$ cat src/rtl/skintone_config_responder.sv
// skintone_config_responder
//
// Accelerator-side responder for the config and opcode channels coming from
// io_interface. Config accesses hit a small register bank (ID, three RW
// configuration words, a status mirror). Opcodes control a run engine that
// counts pixel beats until the datapath reports frame completion.
//
// Ports:
//   clk, rst            sole clock; synchronous active-high reset
//   config_address      word index, register = address[2:0], upper bits must be 0
//   config_datain       write data
//   config_wrreq/rdreq  request levels, held by the master until acked
//   config_wrack/rdack  one-cycle acknowledges
//   config_dataout      read data, valid with rdack and held until the next read
//   opcode/opcode_valid command and its request level
//   opcode_accept       one-cycle accept pulse
//   pixel_beat          datapath consumed one input beat
//   frame_done          datapath finished the current job
//   cfg_thresh/scale/misc  registers 1..3
//   run                 engine running level
//   start_pulse         one-cycle pulse coincident with a START accept
//   status              {done, bad_addr, illegal_op, run, beat_count[31:0]}
module skintone_config_responder #(
  parameter int C_CONFIG_ADDRESS_WIDTH = 36,
  parameter int C_CONFIG_DATA_WIDTH    = 128,
  parameter int C_OPCODE_WIDTH         = 16,
  parameter int C_STATUS_WIDTH         = 36,
  parameter logic [C_CONFIG_DATA_WIDTH-1:0] C_ID = 128'h5348_494E_0001
) (
  input  logic                              clk,
  input  logic                              rst,
  input  logic [C_CONFIG_ADDRESS_WIDTH-1:0] config_address,
  input  logic [C_CONFIG_DATA_WIDTH-1:0]    config_datain,
  input  logic                              config_wrreq,
  input  logic                              config_rdreq,
  output logic                              config_wrack,
  output logic                              config_rdack,
  output logic [C_CONFIG_DATA_WIDTH-1:0]    config_dataout,
  input  logic [C_OPCODE_WIDTH-1:0]         opcode,
  input  logic                              opcode_valid,
  output logic                              opcode_accept,
  input  logic                              pixel_beat,
  input  logic                              frame_done,
  output logic [C_CONFIG_DATA_WIDTH-1:0]    cfg_thresh,
  output logic [C_CONFIG_DATA_WIDTH-1:0]    cfg_scale,
  output logic [C_CONFIG_DATA_WIDTH-1:0]    cfg_misc,
  output logic                              run,
  output logic                              start_pulse,
  output logic [C_STATUS_WIDTH-1:0]         status
);

  localparam logic [C_OPCODE_WIDTH-1:0] OP_START = C_OPCODE_WIDTH'(1);
  localparam logic [C_OPCODE_WIDTH-1:0] OP_STOP  = C_OPCODE_WIDTH'(2);
  localparam logic [C_OPCODE_WIDTH-1:0] OP_CLEAR = C_OPCODE_WIDTH'(3);

  typedef enum logic { C_IDLE, C_ACK } cfg_state_t;
  typedef enum logic { O_IDLE, O_ACK } op_state_t;

  cfg_state_t cfg_state_reg, cfg_state_next;
  op_state_t  op_state_reg,  op_state_next;

  // Registered outputs and their next values
  logic                           wrack_reg, wrack_next;
  logic                           rdack_reg, rdack_next;
  logic [C_CONFIG_DATA_WIDTH-1:0] dataout_reg, dataout_next;
  logic                           accept_reg, accept_next;
  logic                           start_pulse_reg, start_pulse_next;

  // Register bank 1..3 (index 0 unused; register 0 is the constant ID)
  logic [C_CONFIG_DATA_WIDTH-1:0] cfg_bank_reg [4];
  logic [3:1]                     cfg_we;

  // Run engine / status fields
  logic [31:0] beat_reg, beat_next;
  logic        run_reg, run_next;
  logic        illegal_reg, illegal_next;
  logic        bad_addr_reg, bad_addr_next;
  logic        done_reg, done_next;

  logic [C_STATUS_WIDTH-1:0]      status_word;
  logic [2:0]                     cfg_sel;
  logic                           addr_bad;
  logic                           cfg_wr_fire;
  logic                           cfg_rd_fire;
  logic                           op_fire;
  logic [C_CONFIG_DATA_WIDTH-1:0] rd_mux;

  assign status_word = {done_reg, bad_addr_reg, illegal_reg, run_reg, beat_reg};
  assign cfg_sel     = config_address[2:0];
  assign addr_bad    = |config_address[C_CONFIG_ADDRESS_WIDTH-1:3];

  // A request is only taken in IDLE; write wins when both are raised, and
  // the read stays pending on the master side until the next IDLE.
  assign cfg_wr_fire = (cfg_state_reg == C_IDLE) && config_wrreq;
  assign cfg_rd_fire = (cfg_state_reg == C_IDLE) && !config_wrreq && config_rdreq;
  assign op_fire     = (op_state_reg == O_IDLE) && opcode_valid;

  // Per-register write enables; out-of-range writes never reach the bank
  for (genvar gi = 1; gi <= 3; gi++) begin : g_cfg_we
    assign cfg_we[gi] = cfg_wr_fire && !addr_bad && (cfg_sel == 3'(gi));
  end

  // ---------------------------------------------------------------------
  // State and output registers
  // ---------------------------------------------------------------------
  always_ff @(posedge clk) begin
    if (rst) begin
      cfg_state_reg   <= C_IDLE;
      op_state_reg    <= O_IDLE;
      wrack_reg       <= 1'b0;
      rdack_reg       <= 1'b0;
      dataout_reg     <= '0;
      accept_reg      <= 1'b0;
      start_pulse_reg <= 1'b0;
      beat_reg        <= '0;
      run_reg         <= 1'b0;
      illegal_reg     <= 1'b0;
      bad_addr_reg    <= 1'b0;
      done_reg        <= 1'b0;
    end else begin
      cfg_state_reg   <= cfg_state_next;
      op_state_reg    <= op_state_next;
      wrack_reg       <= wrack_next;
      rdack_reg       <= rdack_next;
      dataout_reg     <= dataout_next;
      accept_reg      <= accept_next;
      start_pulse_reg <= start_pulse_next;
      beat_reg        <= beat_next;
      run_reg         <= run_next;
      illegal_reg     <= illegal_next;
      bad_addr_reg    <= bad_addr_next;
      done_reg        <= done_next;
    end
  end

  always_ff @(posedge clk) begin
    if (rst) begin
      for (int i = 0; i < 4; i++) cfg_bank_reg[i] <= '0;
    end else begin
      for (int i = 1; i < 4; i++) begin
        if (cfg_we[i]) cfg_bank_reg[i] <= config_datain;
      end
    end
  end

  // ---------------------------------------------------------------------
  // Next-state logic for both handshake FSMs
  // ---------------------------------------------------------------------
  always_comb begin
    cfg_state_next = cfg_state_reg;
    case (cfg_state_reg)
      C_IDLE:  if (cfg_wr_fire || cfg_rd_fire) cfg_state_next = C_ACK;
      C_ACK:   cfg_state_next = C_IDLE;
      default: cfg_state_next = C_IDLE;
    endcase
  end

  always_comb begin
    op_state_next = op_state_reg;
    case (op_state_reg)
      O_IDLE:  if (op_fire) op_state_next = O_ACK;
      O_ACK:   op_state_next = O_IDLE;
      default: op_state_next = O_IDLE;
    endcase
  end

  // ---------------------------------------------------------------------
  // Output / datapath next values
  // ---------------------------------------------------------------------
  always_comb begin
    rd_mux = '0;
    if (!addr_bad) begin
      case (cfg_sel)
        3'd0:    rd_mux = C_ID;
        3'd1:    rd_mux = cfg_bank_reg[1];
        3'd2:    rd_mux = cfg_bank_reg[2];
        3'd3:    rd_mux = cfg_bank_reg[3];
        3'd7:    rd_mux = {{(C_CONFIG_DATA_WIDTH-C_STATUS_WIDTH){1'b0}}, status_word};
        default: rd_mux = '0;
      endcase
    end
  end

  always_comb begin
    wrack_next   = cfg_wr_fire;
    rdack_next   = cfg_rd_fire;
    dataout_next = dataout_reg;
    if (cfg_rd_fire) dataout_next = rd_mux;
  end

  // Run engine. Opcode effects are applied after the beat/done updates so
  // that a START or CLEAR accept overrides a same-edge increment; STOP and
  // frame_done both just clear run, so their order does not matter.
  always_comb begin
    beat_next        = beat_reg;
    run_next         = run_reg;
    illegal_next     = illegal_reg;
    bad_addr_next    = bad_addr_reg;
    done_next        = done_reg;
    accept_next      = op_fire;
    start_pulse_next = 1'b0;

    if (run_reg && pixel_beat) beat_next = beat_reg + 32'd1;
    if (run_reg && frame_done) begin
      run_next  = 1'b0;
      done_next = 1'b1;
    end

    if (op_fire) begin
      case (opcode)
        OP_START: begin
          run_next         = 1'b1;
          beat_next        = '0;
          done_next        = 1'b0;
          start_pulse_next = 1'b1;
        end
        OP_STOP: run_next = 1'b0;
        OP_CLEAR: begin
          beat_next     = '0;
          illegal_next  = 1'b0;
          bad_addr_next = 1'b0;
          done_next     = 1'b0;
        end
        default: illegal_next = 1'b1;
      endcase
    end

    // A bad access in the same edge as CLEAR still leaves its mark
    if ((cfg_wr_fire || cfg_rd_fire) && addr_bad) bad_addr_next = 1'b1;
  end

  assign config_wrack   = wrack_reg;
  assign config_rdack   = rdack_reg;
  assign config_dataout = dataout_reg;
  assign opcode_accept  = accept_reg;
  assign start_pulse    = start_pulse_reg;
  assign cfg_thresh     = cfg_bank_reg[1];
  assign cfg_scale      = cfg_bank_reg[2];
  assign cfg_misc       = cfg_bank_reg[3];
  assign run            = run_reg;
  assign status         = status_word;

endmodule
$ cat config.mk
export PLATFORM = sky130hd
export DESIGN_NAME = skintone_config_responder
export DESIGN_NICKNAME = d
export VERILOG_FILES = /design/src/rtl/skintone_config_responder.sv
export SDC_FILE = /design/constraint.sdc
export NUM_CORES = 1
export LEC_CHECK = 0
export CAP_MARGIN = 20
export CORE_AREA = 2 2 292 294
export CTS_CLUSTER_SIZE = 30
export DETAILED_ROUTE_END_ITERATION = 10
export DIE_AREA = 0 0 294 296
export HOLD_SLACK_MARGIN = 0.05
export PLACE_DENSITY = 0.53
export RECOVER_POWER = 50
export SYNTH_ARGS = -nofsm -noshare
export SYNTH_HDL_FRONTEND = slang
export SYNTH_SLANG_ARGS = --single-unit
$ cat constraint.sdc
create_clock -name clk -period 22.7 [get_ports clk]
set_clock_uncertainty 0.2 [all_clocks]
set_input_delay 2.27 -clock clk [delete_from_list [all_inputs] [get_ports clk]]
set_output_delay 2.27 -clock clk [all_outputs]
set_load 0.1 [all_outputs]
# [Yosys cells after proc, flatten, opt, wreduce, memory -nomap -nowiden]
# Memories as Yosys holds them, arrays and structs flattened.
# Index checks and enable logic that the tools add are counted.
[classes] n_addsub=1 eq_ne=7 muxes=34 bitwise_logic=7 n_reduce_logical=23
[ops] operator="one-hot mux 128 bit (5 select lines)" n=1
[ops] operator="2-to-1 mux 128 bit" n=4
[ops] operator="2-to-1 mux 32 bit" n=3
[ops] operator="OR reduction 33 bit" n=1
[ops] operator="adder 32 x 1 -> 32 bit (second input constant)" n=1
[ops] operator="== test 16 x 2 -> 1 bit (second input constant)" n=2
[ops] operator="2-to-1 mux 1 bit" n=22
[ops] operator="== test 16 x 1 -> 1 bit (second input constant)" n=1
[ops] operator="logical AND 1 bit" n=11
[ops] operator="one-hot mux 1 bit (2 select lines)" n=4
[ops] operator="== test 3 x 2 -> 1 bit (second input constant)" n=2
[ops] operator="OR reduction 2 bit" n=3
[ops] operator="NOT 1 bit" n=4
[ops] operator="AND reduction 2 bit" n=2
[ops] operator="nonzero test 2 bit" n=2
[ops] operator="== test 3 x 1 -> 1 bit (second input constant)" n=1
[ops] operator="== test 3 bit (second input constant)" n=1
[ops] operator="zero test 3 bit" n=1
[ops] operator="bitwise OR 1 bit" n=3
[ops] operator="zero test 1 bit" n=2
[ops] operator="logical OR 1 bit" n=1
[word_totals] register_bits=170 ram_bits=512 out_inout_bits=553 wordCells=85 n_memories=1
[memory_table] memory="cfg_bank_reg" words=4 width=128 read_ports=3 rd_clocked_by_memory_dff=0 wr=4 line="70" rtl="logic [C_CONFIG_DATA_WIDTH-1:0] cfg_bank_reg [4];"

# [Longest topological paths before layout]
# Gate-level depths: netlist of the first run.
[logic_depth] ltp_word=8 mapped_depth=8

# [Worst setup path after synthesis of the first run]
# Ideal clock, no wire load.
[synth_timing] path_kind="in2reg" startpoint="input config_address[25]" endpoint="memory cfg_bank_reg[1][0], in the netlist cfg_bank_reg[0][128] (enable)" arrival_time_ns=12.495 t_required_ns=21.708 setup_slack_ns=9.213 stages=5 path_cell_list="or3_1 > or3_1 > buf_2 > or3_1 > o21ai_0"
[synth_rtl] item="start, declared" line="32" rtl="input logic [C_CONFIG_ADDRESS_WIDTH-1:0] config_address,"
[synth_rtl] item="end, declared" line="70"

==> summary.md, run 1 <==
| Metric | Value |
|---|---|
| Die height | 296 µm |
| IO Port Bufs | 739 |
| Largest area contributor in the netlist | edfxtp_1 |
| CTS root buffer | clkbuf_16 |
| Row count | 107 |
| Post-Syn Nets | 2166 |
| Hold Startpoint | config_dataout[63]$_SDFFE_PP0P_ |
| Initial Utilization | 0.278 |
| CTS Hold Buffers Added | 0 |
| Switching share of total power | 0.295 |
| Largest cells by area after synthesis | edfxtp_1 (49%), dfxtp_1 (15%), nor4_1 (5.7%), mux2_2 (4.2%), nand2b_1 (3.8%) |
| Failing checks | max-capacitance violations, max-slew violations |
| Post-route ant nets | 0 |
| Number of cells upsized or downsized after cts | 0 |
| Peak Freq | 135 MHz |
| Wirelength per Cell | 25.8 µm |
| Area delta synth->final | 44.2% |
| Critical path, cell by cell | dlygate4sd3_1, nor2_1, nand2_1, clkbuf_1, nor4_1 |
| TritonRoute pass-1 iters | 5 |
| Setup_tns | 0 ps |
| Prevailing post-synth register cell | edfxtp_1 |
| Synth Warn # | 0 |
| Ys async rst share | 0 |
| Die Footprint | 87000 µm² |
| Type of origin of the critical path | input pin |
| Cell internal pwr | 1.80 mW |
| Reg2reg start | cfg_state_reg$_SDFF_PP0_ |
| Flop-to-flop setup slack | 17500 ps |
| Most frequent cell after synthesis | edfxtp_1 |
| Largest register FFs | 384 |
| WP data required | 22690 ps |
| # IOs | 740 |
| Finished Cell Area | 33800 µm² |
| Post-route total power | 2.56 mW |
| Worst Hold Class | flip-flop to flip-flop |
| Reg2reg end | cfg_bank_reg[0][200]$_SDFFCE_PN0P_ |
| Drt drc | 0 |
| GRT Total Usage | 0.214 |
| Post-synth EDFFs | 384 |
| Via count | 19500 |
| Worst-path maximum fanout | 70 |
| RSZ-0062 raised after global routing | no |
| R2R depth | 4 |
| Syn Std Cell Area | 23400 µm² |
| Reg power frac | 0.440 |
| Routability cong. | 0.856 |
| Hold Crit Depth | 2 |
| Crit path largest cell delay | 2430 ps |
| Slew margin rel. | -1.68 |
| Sequential area share after synthesis | 0.637 |
| Power Dens Cells | 75.7 nW/µm² |
| Max cap viols | 7 |
| Post-CTS setup buffers | 0 |
| Static leakage | 12.4 nW |
| CTS clk-pin slew, worst paths | 60 ps |
| Clk pwr share | 0.412 |
| Synth top cells by count | edfxtp_1 (384), nor2_1 (226), nor4_1 (214) |
| Crit share post-route | 0.325 |
| TritonCTS buffer count | 66 |
| CTS Buffer Depth | 3 |
| Least-Margin Pin Slew | 4020 ps |
| WHS Endpoint | config_dataout[63]$_SDFFE_PP0P_ |
| # H-tree levels | 3 |
| Critical path capture point type | flip-flop |
| Critical path class | input pin to flip-flop |
| Final core occ | 0.401 |
| CTS sink cnt | 554 |
| VDD IR max | 0.0413 mV |
| Final Hold Viols | 0 |
| Number of global-route vias before repair | 19600 |
| Nets | 2807 |
| Register bit total from synthesis | 554 |
| Chip Width | 294 µm |
| Clock latency on the worst-skew pair | 600 ps |
| Status | finished, violations left |
| Top-area cell type share of the netlist area | 0.492 |
| Net switching power | 755 µW |
| WHS | 252 ps |
| Slowest CP cell | clkbuf_1 |
| Placeable Area | 84200 µm² |
| Setup violators final | 0 |
| Final wirelength | 97400 µm |
| GRT overflow | 0 |
| WP data arrival | 7370 ps |
| Initial antenna violation count | 17 |
| Vias per cell | 5.17 |
| Min Tclk post-route | 7380 ps |
| Post-Synthesis Cells | 1978 |
| Post-DP HPWL | 66000 µm |
| Combinational fraction of design power | 0.148 |
| First DRT Iteration DRCs | 1564 |
| Largest net degree at the start of global routing | 81 |
| CTS tree | done |
| Fraction of layout cells with a size suffix above 1 | 0.0857 |
| Slew Limit Fails | 333 |
| Avg Cell Area, Syn | 11.9 µm² |
| Placed inst area | 31700 µm² |
| Number of library cell types mapped by synthesis | 39 |
| First-pass GRT wire length | 138000 µm |
[power groups by stage]
stage / sequential, mW / combinational [mW] / clock, mW
floorplan: 1.33 / 0.0809 / 0
CTS: 1.13 / 0.392 / 1.07
global route: 1.13 / 0.393 / 1.11
detailed placement: 1.15 / 0.391 / 0
finish: 1.12 / 0.380 / 1.05
global placement: 1.15 / 0.389 / 0
[layer usage]
metal | GRT usage | vias to the layer above | part of all wire
met3 | 0.0518 | 139 | 0.082
li1 | - | 8704 | -
met4 | 0.0725 | 8 | 0.028
met5 | 0 | - | 0.00054
met1 | 0.264 | 9748 | 0.39
met2 | 0.368 | 893 | 0.50
[through the flow]
stage	cells	setup slack, ps
floorplan	1978	9210
global placement	3640	16470
detailed placement	3641	16350
CTS	3762	17020
global route	3770	14910
finish	3772	15320
[final cells by class]
| type | count | area, µm² |
|---|---|---|
| fillers | 8003 | 50400 |
| flip-flops and latches | 554 | 14900 |
| multi-input cells | 1223 | 7680 |
| repair buffers | 767 | 7610 |
| clock buffers | 88 | 1850 |
| well taps | 1090 | 1360 |
| clock inverters | 33 | 302 |
| inverters | 7 | 26.3 |
| diodes | 10 | 25.0 |
[worst max-delay path, delay by kind of cell]
| family | cells | cell delay, ps |
|---|---|---|
| buffers and inverters | 2 | 3250 |
| AND/OR/NAND/NOR | 3 | 1760 |
[kinds of logic (layout without fill, tap and decap cells)]
kind of cell             count (synthesis)  after routing  synth area share
AO/OA/AOI/OAI                          309            309            0.0874
flip-flops                             554            554             0.637
AND/OR/NAND/NOR                        755            755             0.165
buffers and inverters                  201            895            0.0390
XOR/XNOR                                30             30            0.0112
other                                    0             10                 0
multiplexers                           128            128            0.0593
adder cells (fa/ha/maj)                  1              1          0.000534
[worst max-delay path by stage]
stage | startpoint | to | slack, ps | cells after the start
CTS | config_address[0] | cfg_bank_reg[0][320]$_SDFFCE_PN0P_ | 17020 | 6
finish | rst | cfg_bank_reg[0][200]$_SDFFCE_PN0P_ | 15320 | 5
detailed placement | config_address[0] | cfg_bank_reg[0][320]$_SDFFCE_PN0P_ | 16350 | 6
global placement | config_address[0] | cfg_bank_reg[0][320]$_SDFFCE_PN0P_ | 16470 | 6
floorplan | config_address[25] | cfg_bank_reg[0][128]$_SDFFCE_PN0P_ | 9210 | 5
global route | rst | cfg_bank_reg[0][438]$_SDFFCE_PN0P_ | 14910 | 5
[layout by cell type, fill, tap and decap left out, drive strengths merged, types with 2 or more instances in the layout]
cell and instances:
and4 3, a22oi 87, nor4 215, dfxtp 170, and3 6, clkinv 26, nor2b 2, xor2 23
or3 7, nor3 6, dlygate4sd3 539, nand3 13, edfxtp 384, o21ai 138, clkinvlp 3, nand4 14
nor2 227, a21oi 7, diode 10, a32oi 36, clkbuf 93, buf 26, nand2b 143, xnor2 7
bufinv 3, mux2i 41, and2 2, mux2 87, o21a 2, nand2 112, a22o 36, clkdlybuf4s50 197
o31ai 2, nand4b 2, inv 8
Power figures use the tool's default switching activity.
==> inputs of run 2 (changes only) <==
--- a/config.mk
+++ b/config.mk
@@ -6,12 +6,12 @@
 export NUM_CORES = 1
 export LEC_CHECK = 0
 export CAP_MARGIN = 20
-export CORE_AREA = 2 2 292 294
+export CORE_AREA = 2 2 286 288
 export CTS_CLUSTER_SIZE = 30
 export DETAILED_ROUTE_END_ITERATION = 10
-export DIE_AREA = 0 0 294 296
+export DIE_AREA = 0 0 288 290
 export HOLD_SLACK_MARGIN = 0.05
-export PLACE_DENSITY = 0.53
+export PLACE_DENSITY = 0.57
 export RECOVER_POWER = 50
 export SYNTH_ARGS = -nofsm -noshare
 export SYNTH_HDL_FRONTEND = slang
==> constraint.sdc (replaced) <==
create_clock -name clk -period 6.5 [get_ports clk]
set_clock_uncertainty 0.2 [all_clocks]
set_input_delay 0.65 -clock clk [delete_from_list [all_inputs] [get_ports clk]]
set_output_delay 0.65 -clock clk [all_outputs]
set_load 0.1 [all_outputs]
==> summary.md, run 2 (synthesis results as in run 1) <==
| Metric | Value |
|---|---|
| Least-Margin Pin Slew | 2380 ps |
| CTS tree | done |
| Failing checks | max-capacitance violations, max-slew violations |
| Post-route ant nets | 0 |
| Worst Hold Class | flip-flop to flip-flop |
| GRT Total Usage | 0.220 |
| Slew Limit Fails | 405 |
| TritonCTS buffer count | 60 |
| TritonRoute pass-1 iters | 5 |
| Setup violators final | 0 |
| Final Hold Viols | 0 |
| Delay-heaviest family, CP | buffers and inverters |
| Largest register FFs | 384 |
| Static leakage | 12.3 nW |
| Wirelength per Cell | 25.6 µm |
| Die height | 290 µm |
| Type of origin of the critical path | input pin |
| Post-CTS setup buffers | 0 |
| Commonest non-fill, non-tap cells in the layout | dlygate4sd3_1 (525), edfxtp_1 (384), nor2_1 (224) |
| Fraction of layout cells with a size suffix above 1 | 0.0836 |
| Post-route total power | 8.84 mW |
| Clock latency on the worst-skew pair | 620 ps |
| VDD IR max | 0.191 mV |
| Crit path buf inv count | 2 |
| Most common cell after layout, fill and taps aside | dlygate4sd3_1 |
| IO Port Bufs | 739 |
| Row count | 104 |
| Slowest CP cell | nand2_1 |
| Initial antenna violation count | 8 |
| Drt drc | 0 |
| Initial Utilization | 0.292 |
| Chip Width | 288 µm |
| Critical path class | input pin to flip-flop |
| Die Footprint | 83500 µm² |
| CTS sink cnt | 554 |
| WHS | 246 ps |
| Via count | 19500 |
| CTS root buffer | clkbuf_16 |
| CTS Buffer Depth | 3 |
| CTS Hold Buffers Added | 0 |
| Routability cong. | 0.896 |
| Min Tclk post-route | 4990 ps |
| Peak Freq | 200 MHz |
| Nets | 2802 |
| # H-tree levels | 2 |
| First-pass GRT wire length | 138000 µm |
| Post-DP HPWL | 63700 µm |
| WP data arrival | 5070 ps |
| Crit path largest cell delay | 1720 ps |
| Setup_tns | 0 ps |
| Flop-to-flop setup slack | 2090 ps |
| First DRT Iteration DRCs | 1463 |
| RSZ-0062 raised after global routing | no |
| Max cap viols | 7 |
| Crit share post-route | 0.768 |
| Number of cells upsized or downsized after cts | 0 |
| Number of global-route vias before repair | 19700 |
| Largest net degree at the start of global routing | 93 |
| # IOs | 740 |
| Critical path capture point type | flip-flop |
| Area delta synth->final | 43.8% |
| Status | finished, violations left |
| Slew margin rel. | -0.592 |
| Final wirelength | 95300 µm |
| Placeable Area | 80200 µm² |
| Critical path, cell by cell | dlygate4sd3_1, nor2_1, nand2_1, clkbuf_2, nor4_1 |
| GRT overflow | 0 |
| Worst-path maximum fanout | 68 |
| WP data required | 6580 ps |
| Vias per cell | 5.23 |
| CTS clk-pin slew, worst paths | 60 ps |
| Power Dens Cells | 262 nW/µm² |
-- run 2: changes by cell type in the layout (fill, tap and decap cells not counted), moves of 2 or more --
cell / previous run / this run
clkdlybuf4s50_1: 197 / 211
dlygate4sd3_1: 539 / 525
clkbuf_16: 69 / 62
diode_2: 10 / 3
clkinv_2: 14 / 8
bufinv_16: 3 / 8
clkbuf_1: 18 / 22
clkbuf_2: 0 / 3
clkinv_8: 4 / 1
buf_12: 0 / 2
buf_4: 25 / 23
clkinvlp_4: 3 / 1
o21ai_0: 137 / 135
o21ai_4: 1 / 3
-- run 2: path summary, 6_finish.rpt --
| kind | start | end | cells after the start |
|---|---|---|---|
| worst max-delay path | rst | cfg_bank_reg[0][312]$_SDFFCE_PN0P_ | 5 |
| worst min-delay path | config_dataout[54]$_SDFFE_PP0P_ | config_dataout[54]$_SDFFE_PP0P_ | 2 |
| worst max register to register | cfg_state_reg$_SDFF_PP0_ | cfg_bank_reg[0][312]$_SDFFCE_PN0P_ | 4 |
| worst min register to register | config_dataout[54]$_SDFFE_PP0P_ | config_dataout[54]$_SDFFE_PP0P_ | 2 |
-- run 2: report_power, final --
| group | switching [mW] | internal (mW) |
|---|---|---|
| Clock | 1.45 | 2.14 |
| Combinational | 1.02 | 0.309 |
| Sequential | 0.0703 | 3.85 |
| Total | 2.54 | 6.30 |
-- run 2: cell type report --
class / count / area (µm²)
antenna: 3 / 7.51
timing repair buffer: 768 / 7640
sequential: 554 / 14900
clock buffer: 88 / 1710
inverter: 7 / 26.3
fill: 7621 / 46500
multi-input combinational: 1223 / 7700
clock inverter: 26 / 354
tap: 1060 / 1330
-- run 2: worst min-delay path, cell delays in order (launching register included) --
cell and delay, ps:
dfxtp_1 320, nand2_1 40, o21ai_0 50
-- run 2: routing by layer --
layer  up-vias  track usage  part of all wire
li1       8682            -                 -
met3       170       0.0486             0.079
met5         -            0           0.00028
met4         4       0.0724             0.034
met1      9732        0.266              0.38
met2       929        0.385              0.50
-- run 2: stage by stage --
| step | setup slack (ps) | area [µm²] | utilization | std cells |
|---|---|---|---|---|
| 3_3_place_gp | 1880 | 31600 | 0.395 | 3611 |
| 3_5_place_dp | 1880 | 31600 | 0.395 | 3611 |
| 2_1_floorplan | -1920 | 23400 | - | 1978 |
| 5_1_grt | 1350 | 33700 | 0.421 | 3729 |
| 4_1_cts | 2540 | 33700 | 0.420 | 3725 |
| 6_report | 1510 | 33700 | 0.421 | 3729 |
==> inputs of run 3 (changes only) <==
--- a/config.mk
+++ b/config.mk
@@ -11,7 +11,7 @@
 export DETAILED_ROUTE_END_ITERATION = 10
 export DIE_AREA = 0 0 288 290
 export HOLD_SLACK_MARGIN = 0.05
-export PLACE_DENSITY = 0.57
+export PLACE_DENSITY = 0.55
 export RECOVER_POWER = 50
 export SYNTH_ARGS = -nofsm -noshare
 export SYNTH_HDL_FRONTEND = slang
==> constraint.sdc (replaced) <==
create_clock -name clk -period 4.79 [get_ports clk]
set_clock_uncertainty 0.2 [all_clocks]
set_input_delay 0.479 -clock clk [delete_from_list [all_inputs] [get_ports clk]]
set_output_delay 0.479 -clock clk [all_outputs]
set_load 0.1 [all_outputs]
==> summary.md, run 3 (synthesis results as in run 1) <==
| Metric | Value |
|---|---|
| Largest register FFs | 384 |
| Clock latency on the worst-skew pair | 630 ps |
| WP data arrival | 3850 ps |
| Most common cell after layout, fill and taps aside | dlygate4sd3_1 |
| CTS Buffer Depth | 3 |
| VDD IR max | 0.320 mV |
| IO Port Bufs | 739 |
| WHS Endpoint | config_dataout[126]$_SDFFE_PP0P_ |
| Placed inst area | 31900 µm² |
| # H-tree levels | 2 |
| Critical path, cell by cell | dlygate4sd3_1, nor2_1, nand2_4, clkbuf_2, nor4_1 |
| CTS tree | done |
| CTS root buffer | clkbuf_16 |
| Max Used Layer | met5 |
| Least-Margin Pin Slew | 2690 ps |
| Die Footprint | 83500 µm² |
| Largest net degree at the start of global routing | 114 |
| Via count | 19400 |
| Initial antenna violation count | 9 |
| Vias per cell | 5.18 |
| Row count | 104 |
| First-pass GRT wire length | 140000 µm |
| Max cap viols | 2 |
| WHS | 222 ps |
| Net switching power | 3.45 mW |
| Setup violators final | 0 |
| Peak Freq | 263 MHz |
| TritonRoute pass-1 iters | 5 |
| First DRT Iteration DRCs | 1408 |
| Fraction of layout cells with a size suffix above 1 | 0.0884 |
| Cell internal pwr | 8.37 mW |
| CTS Hold Buffers Added | 0 |
| Final core occ | 0.422 |
| Critical path capture point type | flip-flop |
| Status | finished, violations left |
| Flop-to-flop setup slack | 1310 ps |
| Wirelength per Cell | 25.7 µm |
| Routability cong. | 0.856 |
| Placeable Area | 80200 µm² |
| Power Dens Cells | 349 nW/µm² |
| Reg2reg start | cfg_state_reg$_SDFF_PP0_ |
| Final wirelength | 96300 µm |
| Worst Hold Class | input pin to flip-flop |
| TritonCTS buffer count | 59 |
| Number of global-route vias before repair | 20100 |
| Filler cells | 7594 |
| Reg power frac | 0.450 |
| R2R depth | 4 |
| Slew margin rel. | -0.794 |
| Post-CTS setup buffers | 0 |
| Clk pwr share | 0.395 |
| Critical path class | input pin to flip-flop |
| Final Hold Viols | 0 |
| CTS sink cnt | 554 |
| Nets | 2817 |
| CTS clk-pin slew, worst paths | 70 ps |
| Finished Cell Area | 33800 µm² |
| Number of cells upsized or downsized after cts | 0 |
| Hold Crit Depth | 3 |
| Slowest CP cell | clkbuf_2 |
| Die height | 290 µm |
| Min Tclk post-route | 3810 ps |
| Initial Utilization | 0.292 |
| Area delta synth->final | 44.3% |
| Met2 Wirelength | 47300 µm |
| WP data required | 4840 ps |
| Chip Width | 288 µm |
| GRT overflow | 0 |
| Reg2reg end | cfg_bank_reg[0][362]$_SDFFCE_PN0P_ |
| Static leakage | 12.3 nW |
| RSZ-0062 raised after global routing | no |
| Failing checks | max-capacitance violations, max-slew violations |
| # IOs | 740 |
| Commonest non-fill, non-tap cells in the layout | dlygate4sd3_1 (466), edfxtp_1 (384), clkdlybuf4s50_1 (270) |
| Combinational fraction of design power | 0.155 |
| Worst-path maximum fanout | 113 |
| Post-DP HPWL | 65200 µm |
| Slew Limit Fails | 148 |
| Crit path largest cell delay | 1830 ps |
| Setup_tns | 0 ps |
| Type of origin of the critical path | input pin |
| Post-route ant nets | 0 |
| Hold Startpoint | config_address[0] |
| Drt drc | 0 |
| GRT Total Usage | 0.223 |
| Crit share post-route | 0.794 |
| WL met3 | 8280 µm |
| WL met1 | 36100 µm |
| Switching share of total power | 0.292 |
[run 3: cell type report]
class / count / area (µm²) / area share
clock inverter: 23 / 265 / 0.00784
sequential: 554 / 14900 / 0.442
tap: 1060 / 1330 / 0.0392
multi-input combinational: 1223 / 7700 / 0.228
clock buffer: 89 / 1690 / 0.0500
timing repair buffer: 784 / 7860 / 0.232
inverter: 7 / 26.3 / 0.000777
antenna: 7 / 17.5 / 0.000518
[run 3: power groups by stage]
stage / logic [mW] / registers [mW] / clock network, mW
floorplan: 0.385 / 6.27 / 0
global placement: 1.87 / 5.42 / 0
detailed placement: 1.88 / 5.42 / 0
CTS: 1.88 / 5.32 / 4.75
global route: 1.89 / 5.33 / 4.92
finish: 1.83 / 5.32 / 4.66
[run 3: metal layers]
metal,global-route usage,up-vias
li1,-,8710
met3,0.0623,228
met4,0.103,4
met1,0.261,9617
met2,0.378,854
met5,0,-
[run 3: stage by stage]
stage | instances | power [mW] | setup slack, ps
2_1_floorplan | 1978 | 6.66 | -1040
3_3_place_gp | 3625 | 7.30 | 884
3_5_place_dp | 3626 | 7.30 | 918
4_1_cts | 3738 | 12.0 | 1480
5_1_grt | 3745 | 12.1 | 754
6_report | 3747 | 11.8 | 985
[run 3: how the worst max path moves through the flow]
stage | end | from | cells after the start
floorplan | cfg_bank_reg[0][128]$_SDFFCE_PN0P_ | config_address[25] | 5
global placement | cfg_bank_reg[0][213]$_SDFFCE_PN0P_ | config_address[4] | 7
detailed placement | cfg_bank_reg[0][255]$_SDFFCE_PN0P_ | config_address[4] | 7
CTS | status[32] | run$_SDFF_PP0_ | 1
global route | cfg_bank_reg[0][234]$_SDFFCE_PN0P_ | rst | 5
finish | cfg_bank_reg[0][200]$_SDFFCE_PN0P_ | rst | 5
[run 3: critical path: cells and delay by family]
family / cells / cell delay, ps
buf+inv: 2 / 2610
simple gates: 3 / 530
